==> src/rtl/cdb_arbiter.sv <==
// cdb_arbiter: round-robin arbitration of functional-unit results onto a registered common data bus
module cdb_arbiter #(
    parameter int NUM_SRC = 3,
    parameter int TAG_W   = 4,
    parameter int PREG_W  = 7,
    parameter int DATA_W  = 32,
    parameter int CNT_W   = 16
) (
    input  logic                        clk,
    input  logic                        rst,
    input  logic                        flush,
    input  logic [NUM_SRC-1:0]          src_valid,
    output logic [NUM_SRC-1:0]          src_ready,
    input  logic [NUM_SRC*TAG_W-1:0]    src_tag,
    input  logic [NUM_SRC*PREG_W-1:0]   src_preg,
    input  logic [NUM_SRC*DATA_W-1:0]   src_data,
    input  logic [NUM_SRC-1:0]          src_wen,
    output logic                        cdb_valid,
    output logic [TAG_W-1:0]            cdb_tag,
    output logic [PREG_W-1:0]           cdb_preg,
    output logic [DATA_W-1:0]           cdb_data,
    output logic                        cdb_wen,
    output logic [$clog2(NUM_SRC)-1:0]  cdb_src,
    output logic [CNT_W-1:0]            conflict_cnt
);
    localparam int SW = $clog2(NUM_SRC);

    logic [NUM_SRC-1:0] full, grant, wen_q;
    logic [TAG_W-1:0]   tag_q  [NUM_SRC];
    logic [PREG_W-1:0]  preg_q [NUM_SRC];
    logic [DATA_W-1:0]  data_q [NUM_SRC];
    logic [SW-1:0]      rr_ptr, gnt_idx, rr_nxt;
    logic               gnt_vld, win;

    function automatic logic [SW-1:0] wrap(input int v);
        return SW'(v % NUM_SRC);
    endfunction

    always_comb begin
        gnt_vld = 1'b0;
        gnt_idx = '0;
        for (int j = NUM_SRC - 1; j >= 0; j--)
            if (full[wrap(int'(rr_ptr) + j)]) begin
                gnt_vld = 1'b1;
                gnt_idx = wrap(int'(rr_ptr) + j);
            end
    end

    assign win       = gnt_vld & ~flush;
    assign grant     = win ? NUM_SRC'(1) << gnt_idx : '0;
    assign src_ready = {NUM_SRC{rst & ~flush}} & (~full | grant);
    assign rr_nxt    = (gnt_idx == SW'(NUM_SRC - 1)) ? '0 : gnt_idx + 1'b1;

    always_ff @(posedge clk) begin
        if (!rst) begin
            full         <= '0;
            rr_ptr       <= '0;
            cdb_valid    <= 1'b0;
            cdb_tag      <= '0;
            cdb_preg     <= '0;
            cdb_data     <= '0;
            cdb_wen      <= 1'b0;
            cdb_src      <= '0;
            conflict_cnt <= '0;
        end else begin
            full      <= ~{NUM_SRC{flush}} & ((src_valid & src_ready) | (full & ~grant));
            cdb_valid <= win;
            cdb_wen   <= win & wen_q[gnt_idx];
            if (win) begin
                cdb_tag  <= tag_q[gnt_idx];
                cdb_preg <= preg_q[gnt_idx];
                cdb_data <= data_q[gnt_idx];
                cdb_src  <= gnt_idx;
                rr_ptr   <= rr_nxt;
            end
            if (!flush && $countones(full) >= 2 && !(&conflict_cnt))
                conflict_cnt <= conflict_cnt + 1'b1;
        end
    end

    always_ff @(posedge clk) begin
        for (int i = 0; i < NUM_SRC; i++)
            if (src_valid[i] & src_ready[i]) begin
                tag_q[i]  <= src_tag[i*TAG_W +: TAG_W];
                preg_q[i] <= src_preg[i*PREG_W +: PREG_W];
                data_q[i] <= src_data[i*DATA_W +: DATA_W];
                wen_q[i]  <= src_wen[i];
            end
    end
endmodule

==> config.mk <==
export PLATFORM = sky130hd
export DESIGN_NAME = cdb_arbiter
export DESIGN_NICKNAME = d
export VERILOG_FILES = /design/src/rtl/cdb_arbiter.sv
export SDC_FILE = /design/constraint.sdc
export NUM_CORES = 1
export LEC_CHECK = 0
export BUFFER_PORTS_ARGS = -buffer_cell sky130_fd_sc_hd__buf_4
export CAP_MARGIN = 20
export CORE_ASPECT_RATIO = 1.1
export CORE_MARGIN = 2
export CORE_UTILIZATION = 57
export CTS_CLUSTER_SIZE = 30
export DETAILED_ROUTE_END_ITERATION = 10
export PLACE_DENSITY = 0.82
export SYNTH_ARGS = -nofsm -noshare
export SYNTH_HDL_FRONTEND = slang
export SYNTH_SLANG_ARGS = --single-unit
==> constraint.sdc <==
create_clock -name clk -period 11.48 [get_ports clk]
set_input_delay 1.722 -clock clk [delete_from_list [all_inputs] [get_ports clk]]
set_output_delay 1.722 -clock clk [all_outputs]
set_load 0.01 [all_outputs]
# Yosys cells after proc, flatten, opt, wreduce, memory -nomap -nowiden
# Memories as Yosys holds them, arrays and structs flattened. A register that Yosys moved wholly into a read port is not among the register bits.
# Cells that the tools add are included.
# op_classes
magnitude_cmp	5
eq_ne	1
shift	1
reduce_logical	8
n_div	3
mux	22
bitwise	16
add_sub_neg	6
# op_table
cell	count
32-bit by 3-bit modulo with 32-bit output (second input constant)	2
3-bit by 3-bit modulo with 32-bit output (second input constant)	1
16-bit by 1-bit adder with 16-bit output (second input constant)	1
16-bit AND reduction	1
1-bit two-way mux	13
3-bit AND	4
2-bit by 3-bit < comparator with 1-bit output (second input constant)	4
3-bit inverter	3
1-bit binary-select mux with 2-bit select	4
2-bit two-way mux	4
1-bit AND	6
3-bit bitwise OR	2
1-bit zero test	5
2-bit by 1-bit adder with 3-bit output	1
2-bit by 1-bit adder with 3-bit output (second input constant)	1
2-bit by 2-bit adder with 3-bit output (second input constant)	1
3-bit by 2-bit greater-or-equal comparator with 1-bit output (second input constant)	1
3-bit two-way mux	1
1-bit by 2-bit << shifter with 3-bit output (first input constant)	1
1-bit by 1-bit adder with 2-bit output	1
2-bit by 1-bit adder with 2-bit output (second input constant)	1
2-bit == test (second input constant)	1
1-bit logical AND	2
1-bit inverter	1
# totals
input_bits	138
reg_bits	28
out_inout_bits	66
n_memories	3
wordCells	74
ramBits	129
# memory_table
name	depth	word_bits	rd	rd_ports_with_merged_regs	wr	line_no	rtl
data_q	3	32	1	1	3	31	logic [DATA_W-1:0] data_q [NUM_SRC];
preg_q	3	7	1	1	3	30	logic [PREG_W-1:0] preg_q [NUM_SRC];
tag_q	3	4	1	1	3	29	logic [TAG_W-1:0] tag_q [NUM_SRC];

# Depth between registers and ports, before layout
# Gate-level depths: netlist (run 1).
# depth
depth_word	14
depth_mapped	11
ltp_nobuf	7

# Worst setup path before layout (run 1)
# No wires, ideal clock.
# synth_path
path_type	in2reg
startpoint	in flush
endpoint	mem data_q[1][0], enable pin
cell_stages	6
n_path_buf	2
required_ns	10.967
path_slack_ns	5.290
setup_time_ns	0.513
arrival_time_ns	5.677
cell_sequence	a31oi_1 -> a22o_1 -> buf_2 -> buf_6 -> nand3_1 -> a21boi_0
# synth_lines
element	line_no	rtl
start: declaration	11	input logic flush,
end: declaration	31	

# Worst setup path in the final report (run 1)
# layout_path
startpoint	in flush
endpoint	out src_ready[0]
# layout_via
elab_chain_len	5
word_cells_on_any_way	6
classes_between	mux (1); bitwise (5)
# layout_lines
element	line_no	rtl
1-bit inverter *	49, 51	
1-bit AND	49	assign win = gnt_vld & ~flush;
3-bit two-way mux	50	assign grant = win ? NUM_SRC'(1) << gnt_idx : '0;
3-bit bitwise OR	51	assign src_ready = {NUM_SRC{rst & ~flush}} & (~full | grant);
3-bit AND *	51	
end: declaration	13	output logic [NUM_SRC-1:0] src_ready,
# Every way passes the cells marked *; elsewhere a longest branch is shown, timed or not.

==> impl.org, run 1 <==
** Cells and area
- The library cells used most frequently in the layout, excluding fill and tap cells, are buf_4, edfxtp_1, mux2i_1.
- Inserted Diodes :: 0
- Compared with the post-synthesis result, the final layout area differs by 28.1%.
- For this run, the post-layout net count is 887.
- Most common library cell in the layout ignoring fill and taps :: buf_4
- Layout cell share with drive strength beyond 1 :: 32.9%
- After the flow finishes, the layout carries non-filler instances totaling 944.

** Routing
- After detailed routing, the average wire length per cell comes to 19.7 um.
- Aggregate routed wire length :: 18,600 um
- First-pass iteration count of the detailed router :: 4
- Vias after detailed routing :: 5,355
- After detailed routing, the number of remaining DRC violations is 0.
- The detail route stage leaves a number of antenna-violating nets equal to 0.
- Drt initial violations :: 377
- Dividing the detail-routed via count by the number of cells gives 5.67.

** STA
- Setup repair after global routing left no endpoint under its margin.
- Setup violations remaining at the end of the flow were counted as 0.
- Of the available clock period, the critical path in the final layout requires 50.2%.
- The total count of hold-check failures in the final report is 0.
- In this run the tightest slew margin relative to its limit is 34.3%.
- Count of final max-slew check failures :: 0
- Final clock skew :: 0.00709 ns
- Minimum hold slack :: 0.500 ns
- For the final routed database, the setup TNS stands at 0 ns.
- Maximum clock frequency :: 0.174 GHz
- Transition time at the pin with the least slew margin :: 0.986 ns
- The worst path in the final design needs a cycle of 5.76 ns, including I/O delays and setup.

** Worst setup path
- In this design, the stage delay of the slowest critical-path cell is 0.69 ns.
- Internal reg-to-reg setup slack :: 7.45 ns
- The worst register-to-register path begins at rr_ptr[0].
- The signal on the critical path passes through buf_4, a31oi_1, a22o_2, buf_4, nand4_1, a21oi_1, buf_4.
- For the worst flop-to-flop path, the logic depth is 9.
- Of all nets on the critical path, the largest fanout is 25.
- Endpoint type of the worst setup path :: primary output
- Category of the critical setup timing path :: input port to primary output
- Kind of start point of the critical path :: input port
- Slowest stage cell on the critical path :: a22o_2
- Launch point of the critical path :: flush
- Dominant cell type by count on the critical path :: buf_4
- Required time of the worst setup path :: 9.76 ns
- Data arrival time of the worst path :: 4.04 ns
- RR Endpoint :: tag_q[0][0]

** Synth
- Yosys mapped the design onto 51 distinct sky130hd cell types.
- Mean Syn Cell Area :: 14.4 um2
- Number of synthesized flops with an enable pin :: 132
- After synthesis, the share of flip-flops with an asynchronous set or reset is 0%.
- During synthesis, Yosys emitted a total of 0 warnings.
- Synthesis produced a netlist with a net count of 693.
- #FFs+latches synth :: 200
- Total standard cell area after synthesis :: 0.00793 mm2
- Cell count after synthesis :: 550
- The most used flip-flop cell after synthesis is edfxtp_1.
- Summing the sequential cell areas from Yosys gives 67.2% of the chip area.

** Floorplan
- After floorplanning, the core was divided into 45 placement rows.
- In this run the count of I/O pins placed on the die edge is 204.
- Die area :: 0.0149 mm2
- The initial utilization of the core area, before any placement, comes to 58.0%.
- The die is 128 um tall.
- Die Span X :: 116 um
- Area of the core region :: 0.0137 mm2

** Worst hold path
- Worst hold path startpoint :: conflict_cnt[9]
- The path class of the tightest hold or removal check is register to register.
- Hold Crit Depth :: 2
- Min-Delay Endpoint :: conflict_cnt[9]

** Clocking
- Clock transition at the register clock pins on the worst setup and hold paths after CTS :: 0.07 ns
- TritonCTS clock tree :: built
- Clk Tree Root Cell :: clkbuf_16
- Deepest level of the CTS H-tree :: 4
- Buffer levels on the longest clock path :: 2
- Post-cts repair resize count :: 0
- Count of hold buffers inserted by post-cts repair :: 0
- Number of clock sinks :: 200
- The later pin in the worst-skew pair is clocked with a latency of 0.43 ns.
- Post-CTS Repair Setup Buffers :: 0
- Clock buffer count from CTS :: 17

** Global routing
- Vias in the first global route :: 5,567
- Total routing usage reported by global routing :: 25.3%
- Aggregate global routing overflow :: 0
- The initial antenna violation count came to 0.
- Global-route wire length before repair :: 28,100 um
- Pin count of the biggest net entering global routing :: 62

** Pwr
- Total power draw :: 1600 uW
- Max rail drop VDD :: 0.000125 V
- The analysis attributes to cell leakage a power of 0.00380 uW.
- Pwr/cell area :: 158 mW/mm2

** Placement
- Placer Congestion :: 0.900
- Summed over all nets, the half-perimeter wirelength after detailed placement is 12,200 um.
- In this run the tool buffered the top-level ports with 203 buffer cells.
- Counting tap cells, the placed design contains a total of 911 instances.

** Run
- Number of max-cap violations :: 0

** Outcome
- Run status :: complete, no violations
-- cells by family (layout without fill, tap and decap cells) --
| family | after synthesis | after routing | share of synthesized area [%] |
|---|---|---|---|
| buffers and inverters | 42 | 248 | 2.90 |
| adder cells (fa/ha/maj) | 5 | 5 | 0.789 |
| flip-flops | 200 | 200 | 67.2 |
| AND/OR/NAND/NOR | 75 | 75 | 5.36 |
| multiplexers | 91 | 91 | 11.5 |
| AO/OA/AOI/OAI | 126 | 126 | 11.1 |
| XOR/XNOR | 11 | 11 | 1.21 |
-- sequential cells by signal, indices dropped and copies added (netlist names) --
| name | count |
|---|---|
| cdb_src | 2 |
| wen_q | 3 |
| rr_ptr | 2 |
| cdb_tag | 4 |
| data_q | 96 |
| tag_q | 12 |
| cdb_data | 32 |
| conflict_cnt | 16 |
| preg_q | 21 |
| cdb_preg | 7 |
| cdb_valid | 1 |
| full | 3 |
| cdb_wen | 1 |
-- cell usage after synthesis, types with 6 or more instances --
| cell type | n | share of area [%] |
|---|---|---|
| nand2_1 | 12 | 0.57 |
| o22ai_1 | 43 | 3.4 |
| clkbuf_1 | 15 | 0.71 |
| nand3_1 | 7 | 0.44 |
| buf_2 | 10 | 0.63 |
| nor2_1 | 19 | 0.90 |
| edfxtp_1 | 132 | 50 |
| buf_6 | 7 | 0.99 |
| a21oi_1 | 11 | 0.69 |
| nand4_1 | 6 | 0.47 |
| xor2_1 | 10 | 1.1 |
| a21boi_0 | 44 | 4.2 |
| mux2i_1 | 91 | 11 |
| dfxtp_1 | 68 | 17 |
-- worst max-delay path by stage --
| stage | endpoint | cells past startpoint |
|---|---|---|
| floorplan | data_q[1][0] | 6 |
| global placement | src_ready[0] | 7 |
| detailed placement | src_ready[0] | 7 |
| CTS | src_ready[0] | 7 |
| global route | src_ready[1] | 7 |
| finish | src_ready[0] | 7 |
-- power by group --
part	internal, uW	leakage, uW	switching (uW)
combinational	104	0.00177	104
clock	318	0.000265	254
sequential	804	0.00176	19.8
-- critical path, delay by kind of cell --
family          cells  cell delay [ns]
simple gates        1             0.33
compound gates      3             1.17
buf+inv             3             0.80
-- through the flow --
step | utilization (%) | setup slack, ns | area [um2]
floorplan | - | 5.29 | 7930
global placement | 69.8 | 5.80 | 9550
detailed placement | 69.8 | 5.77 | 9550
CTS | 73.9 | 5.75 | 10100
global route | 74.2 | 5.60 | 10200
finish | 74.2 | 5.72 | 10200
-- layout make-up --
| type | count | area [um2] |
|---|---|---|
| clock buffers | 18 | 429 |
| clock inverters | 13 | 130 |
| fillers | 900 | 3520 |
| inverters | 6 | 22.5 |
| multi-input cells | 308 | 2400 |
| flip-flops and latches | 200 | 5330 |
| well taps | 188 | 235 |
| repair buffers | 211 | 1620 |
-- per-layer routing --
metal	routed length [um]	up-vias	GRT usage, %
met2	9580	192	42.9
met4	552	0	11.7
met5	0	-	0
li1	-	2509	-
met1	7530	2614	30.5
met3	917	40	5.82
No activity file was read; power rests on OpenSTA's default activity.
==> run 2: changes to the inputs <==
--- a/config.mk
+++ b/config.mk
@@ -5,14 +5,15 @@
 export SDC_FILE = /design/constraint.sdc
 export NUM_CORES = 1
 export LEC_CHECK = 0
+export ABC_AREA = 1
 export BUFFER_PORTS_ARGS = -buffer_cell sky130_fd_sc_hd__buf_4
 export CAP_MARGIN = 20
 export CORE_ASPECT_RATIO = 1.1
 export CORE_MARGIN = 2
-export CORE_UTILIZATION = 57
+export CORE_UTILIZATION = 48
 export CTS_CLUSTER_SIZE = 30
 export DETAILED_ROUTE_END_ITERATION = 10
-export PLACE_DENSITY = 0.82
+export PLACE_DENSITY = 0.73
 export SYNTH_ARGS = -nofsm -noshare
 export SYNTH_HDL_FRONTEND = slang
 export SYNTH_SLANG_ARGS = --single-unit
==> constraint.sdc (replaced) <==
create_clock -name clk -period 5.1 [get_ports clk]
set_input_delay 0.765 -clock clk [delete_from_list [all_inputs] [get_ports clk]]
set_output_delay 0.765 -clock clk [all_outputs]
set_load 0.01 [all_outputs]
==> run 2 against run 1 <==
Sequential power is 130% higher. First-iteration DRC count is 19% lower. Synthesized area is 1.8% higher. Highest routed layer unchanged. Sequential share of layout area is 1.1 points lower. Register-to-register slack worse by 5.8 ns. Worst setup slack worse by 4.1 ns. Routed wire length is 0.50% lower. Synthesized cell count is 45% higher. Count of clock-buffer cells in the layout is 1 higher. Utilization is 11 points lower. Die area is 20% higher.
==> impl.org, run 2 <==
** Clocking
- Clock transition at the register clock pins on the worst setup and hold paths after CTS :: 0.07 ns (about the same)
- The deepest clock path buffer count came to 2 (unchanged).
- The count of buffers added by post-CTS timing repair for setup came to 0 (unchanged).
- TritonCTS built the clock tree.
- Number of clock sinks :: 200 (unchanged)
- The number of gates given a new drive strength after cts came to 0 (unchanged).
- Count of hold buffers inserted by post-cts repair :: 0 (unchanged)
- The clock latency of the later-clocked register in the worst-skew pair was 0.43 ns (about the same).
- Deepest level of the CTS H-tree :: 4 (unchanged)
- Clock buffer count from CTS :: 17 (unchanged)
- Clk Tree Root Cell :: clkbuf_16

** Routing
- Via count normalized by instance count :: 4.91 (-14%)
- DRC errors left :: 0 (unchanged)
- Drt initial violations :: 306 (-19%)
- Vias after detailed routing :: 5,971 (+12%)
- The routed wirelength normalized by instance count was 15.2 um (-23%).
- Aggregate routed wire length :: 18,500 um (-0.50%)
- The remaining number of nets flagged by the antenna check after routing came to 0 (unchanged).
- The first-pass iteration count of the detailed router is 5 (+1).

** Floorplan
- The number of placement rows is 49 (+8.9%).
- The core outline area was 0.0164 mm2 (+20%).
- DIE HEIGHT :: 140 um (+9.6%)
- The floorplan die area is 0.0179 mm2 (+20%).
- I/O Pins :: 204 (unchanged)
- Die Span X :: 128 um (+9.6%)
- Initial Utilization :: 49.1% (-8.8 points)

** Global routing
- Global-route wire length before repair :: 28,100 um (about the same)
- The global-route usage over all layers is 20.7% (-4.6 points).
- Fraction of met1 tracks used by global routing :: 24.0% (-6.5 points)
- Pin count of the biggest net entering global routing :: 74 (+19%)
- In this run the most used layer during global routing was met2.
- The initial antenna violation count was 0 (unchanged).
- The met3 global-route usage is 7.56% (+1.7 points).
- The via count of the first global-routing pass came to 5,608 (+0.74%).
- Met2 usage :: 35.7% (-7.1 points)
- Aggregate global routing overflow :: 0 (unchanged)

** Synth
- Sequential share of the synthesized area :: 66.0% (-1.2 points)
- Leading area contributor after synthesis :: edfxtp_1
- Number of synthesized flops with an enable pin :: 132 (unchanged)
- Total standard cell area after synthesis :: 0.00807 mm2 (+1.8%)
- Predominant post-synthesis flop cell :: edfxtp_1
- Share of synthesized flip-flops with an asynchronous set or reset :: 0% (unchanged)
- Number of nets produced by synthesis :: 943 (+36%)
- The unique cell type count in the Yosys netlist came to 29 (-43%).
- Cell count after synthesis :: 800 (+45%)
- By count the netlist is led by nand2_1, edfxtp_1, inv_1.
- The number of storage elements in the synthesis netlist was 200 (unchanged).
- Most area-consuming cells after synthesis :: edfxtp_1, dfxtp_1, nand2_1
- Cell with the most instances after synthesis :: nand2_1
- Share of the synthesized area in the top cell type :: 49.1% (-0.88 points)
- Mean Syn Cell Area :: 10.1 um2 (-30%)
- Number of synthesis warnings :: 0 (unchanged)

** Worst setup path
- Critical path's largest stage delay :: 0.70 ns (about the same)
- The maximum net fanout on the critical path was 30 (+20%).
- Data arrival time of the worst path :: 3.62 ns (-0.42 ns)
- Cells along the critical path :: inv_1, ha_1, inv_2, nand2_1, nand2_1, nand2_1, nand3_1, nand2_2, nor2_4, nand3_1, nand2_1, nand2_1, nor2_4, buf_4
- The data required time of the critical path was 5.22 ns (-4.54 ns).
- Endpoint type of the worst setup path :: register
- In this design, the critical path's most frequently occurring cell is nand2_1.
- Number of buffers and inverters on the critical path :: 3 (unchanged)
- STA classifies the critical path startpoint as a register.
- Slowest stage cell on the critical path :: nor2_4
- Top cell family by delay on the critical path :: simple AND/OR/NAND/NOR gates
- The setup path with the least slack is of type register to register.

** Pwr
- Pwr/cell area :: 362 mW/mm2 (+130%)
- The post-layout total power came to 3760 uW (+130%).
- Max rail drop VDD :: 0.000295 V (+140%)
- Cell leakage power :: 0.00449 uW (+18%)

** Run
- The number of max-cap violations was 0 (unchanged).

** STA
- Time the final worst path needs with I/O delays and setup :: 3.50 ns
- Timing would allow up to 0.286 GHz.
- The count of pins over their slew limit came to 0 (unchanged).
- The sum of negative setup slack is 0 ns (unchanged).
- The final-report setup violation count is 0 (unchanged).
- The total count of hold-check failures in the final report came to 0 (unchanged).
- Setup repair after global routing left no endpoint under its margin.
- Transition time at the pin with the least slew margin :: 0.900 ns (-0.0854 ns)
- Dividing the final minimum period by the clock period gives 68.6%.
- Slew Limit Headroom :: 39.8% (+5.6 points)
- Final clock skew :: 0.0102 ns (+0.00313 ns)

** Cells and area
- Most common library cell in the layout ignoring fill and taps :: nand2_1
- In the layout the commonest cells are nand2_1, buf_4, edfxtp_1.
- Most flops, register :: data_q
- Final nets :: 1,144 (+29%)
- Inserted Diodes :: 0 (unchanged)
- Layout area overhead :: 28.4%
- Layout cell share with drive strength beyond 1 :: 25.5% (-7.5 points)
- The fill cell total of the finished layout was 1,389 (+54%).
- Registers with the most flip-flops :: data_q (96), cdb_data (32), preg_q (21)
- The flip-flop count of the largest register after layout came to 96 (unchanged).
- The post-route non-filler standard cell count is 1,217 (+29%).

** Worst hold path
- Path category of the worst min-delay check :: register to register

** Placement
- Instance count after placement with tap cells included :: 1,186 (+30%)
- The routability congestion estimate is 0.884 (-1.7%).
- Port Buf Inserts :: 203 (unchanged)
- HPWL Detailed :: 12,700 um (+3.9%)

** Outcome
- Run status :: complete, no violations
==> run 2: cell types whose count changed in the layout (fill, tap and decap cells not counted), sizes merged, moves of 25 or more <==
cell,delta
a21oi,+25
mux2i,-91
nand2,+241
a21boi,-42
nand3,+26
inv,+101
o22ai,-43
nor2,+37
==> run 2: cells by family after synthesis <==
family | Yosys count | synth area share [%]
buffers and inverters | 135 | 7.16
adders and majority gates | 5 | 0.775
and+or+nand+nor | 374 | 19.4
xor gates and xnor gates | 7 | 0.759
AOI/OAI and AO/OA | 79 | 5.98
DFF | 200 | 66.0
==> run 2: worst paths after layout <==
| kind | slack (ns) | end | startpoint | cells after the start |
|---|---|---|---|---|
| hold reg to reg | 0.49 | conflict_cnt[4] | conflict_cnt[4] | 2 |
| setup / recovery | 1.60 | preg_q[0][1] | rr_ptr[0] | 14 |
| hold / removal | 0.49 | conflict_cnt[4] | conflict_cnt[4] | 2 |
| setup reg to reg | 1.60 | preg_q[0][1] | rr_ptr[0] | 14 |
==> run 2: cell type report <==
class | instances | area [um2] | share of cell area, %
clock inverters | 12 | 175 | 1.69
clock buffers | 19 | 433 | 4.18
inverters | 106 | 398 | 3.84
repair buffers | 211 | 1580 | 15.3
multi-input cells | 465 | 2200 | 21.2
well taps | 204 | 255 | 2.46
flip-flops and latches | 200 | 5330 | 51.4
==> run 2: worst register-to-register path: cells and delay by family, from the launching register on <==
kind          cells  cell delay, ns
buf+inv           3            0.56
fa+ha+maj         1            0.36
simple gates     10            1.91
flops             1            0.35
==> run 2: metrics by stage <==
stage | setup slack (ns) | utilization [%] | hold slack (ns) | area [um2]
floorplan | 0.0292 | - | 0.462 | 8080
global placement | 1.68 | 59.4 | 0.471 | 9760
detailed placement | 1.61 | 59.4 | 0.478 | 9760
CTS | 1.59 | 63.1 | 0.489 | 10400
global route | 1.28 | 63.1 | 0.485 | 10400
finish | 1.60 | 63.1 | 0.487 | 10400
==> run 2: power by group <==
group | switching, uW | internal, uW | total (uW)
clock | 572 | 820 | 1390
combinational | 286 | 217 | 503
sequential | 42.7 | 1820 | 1860
==> run 2: metal layers <==
metal  vias up  routed length, um
li1       3014                  -
met2       196               9520
met1      2738               7140
met3        23               1550
met4         0                272
met5         -                  0
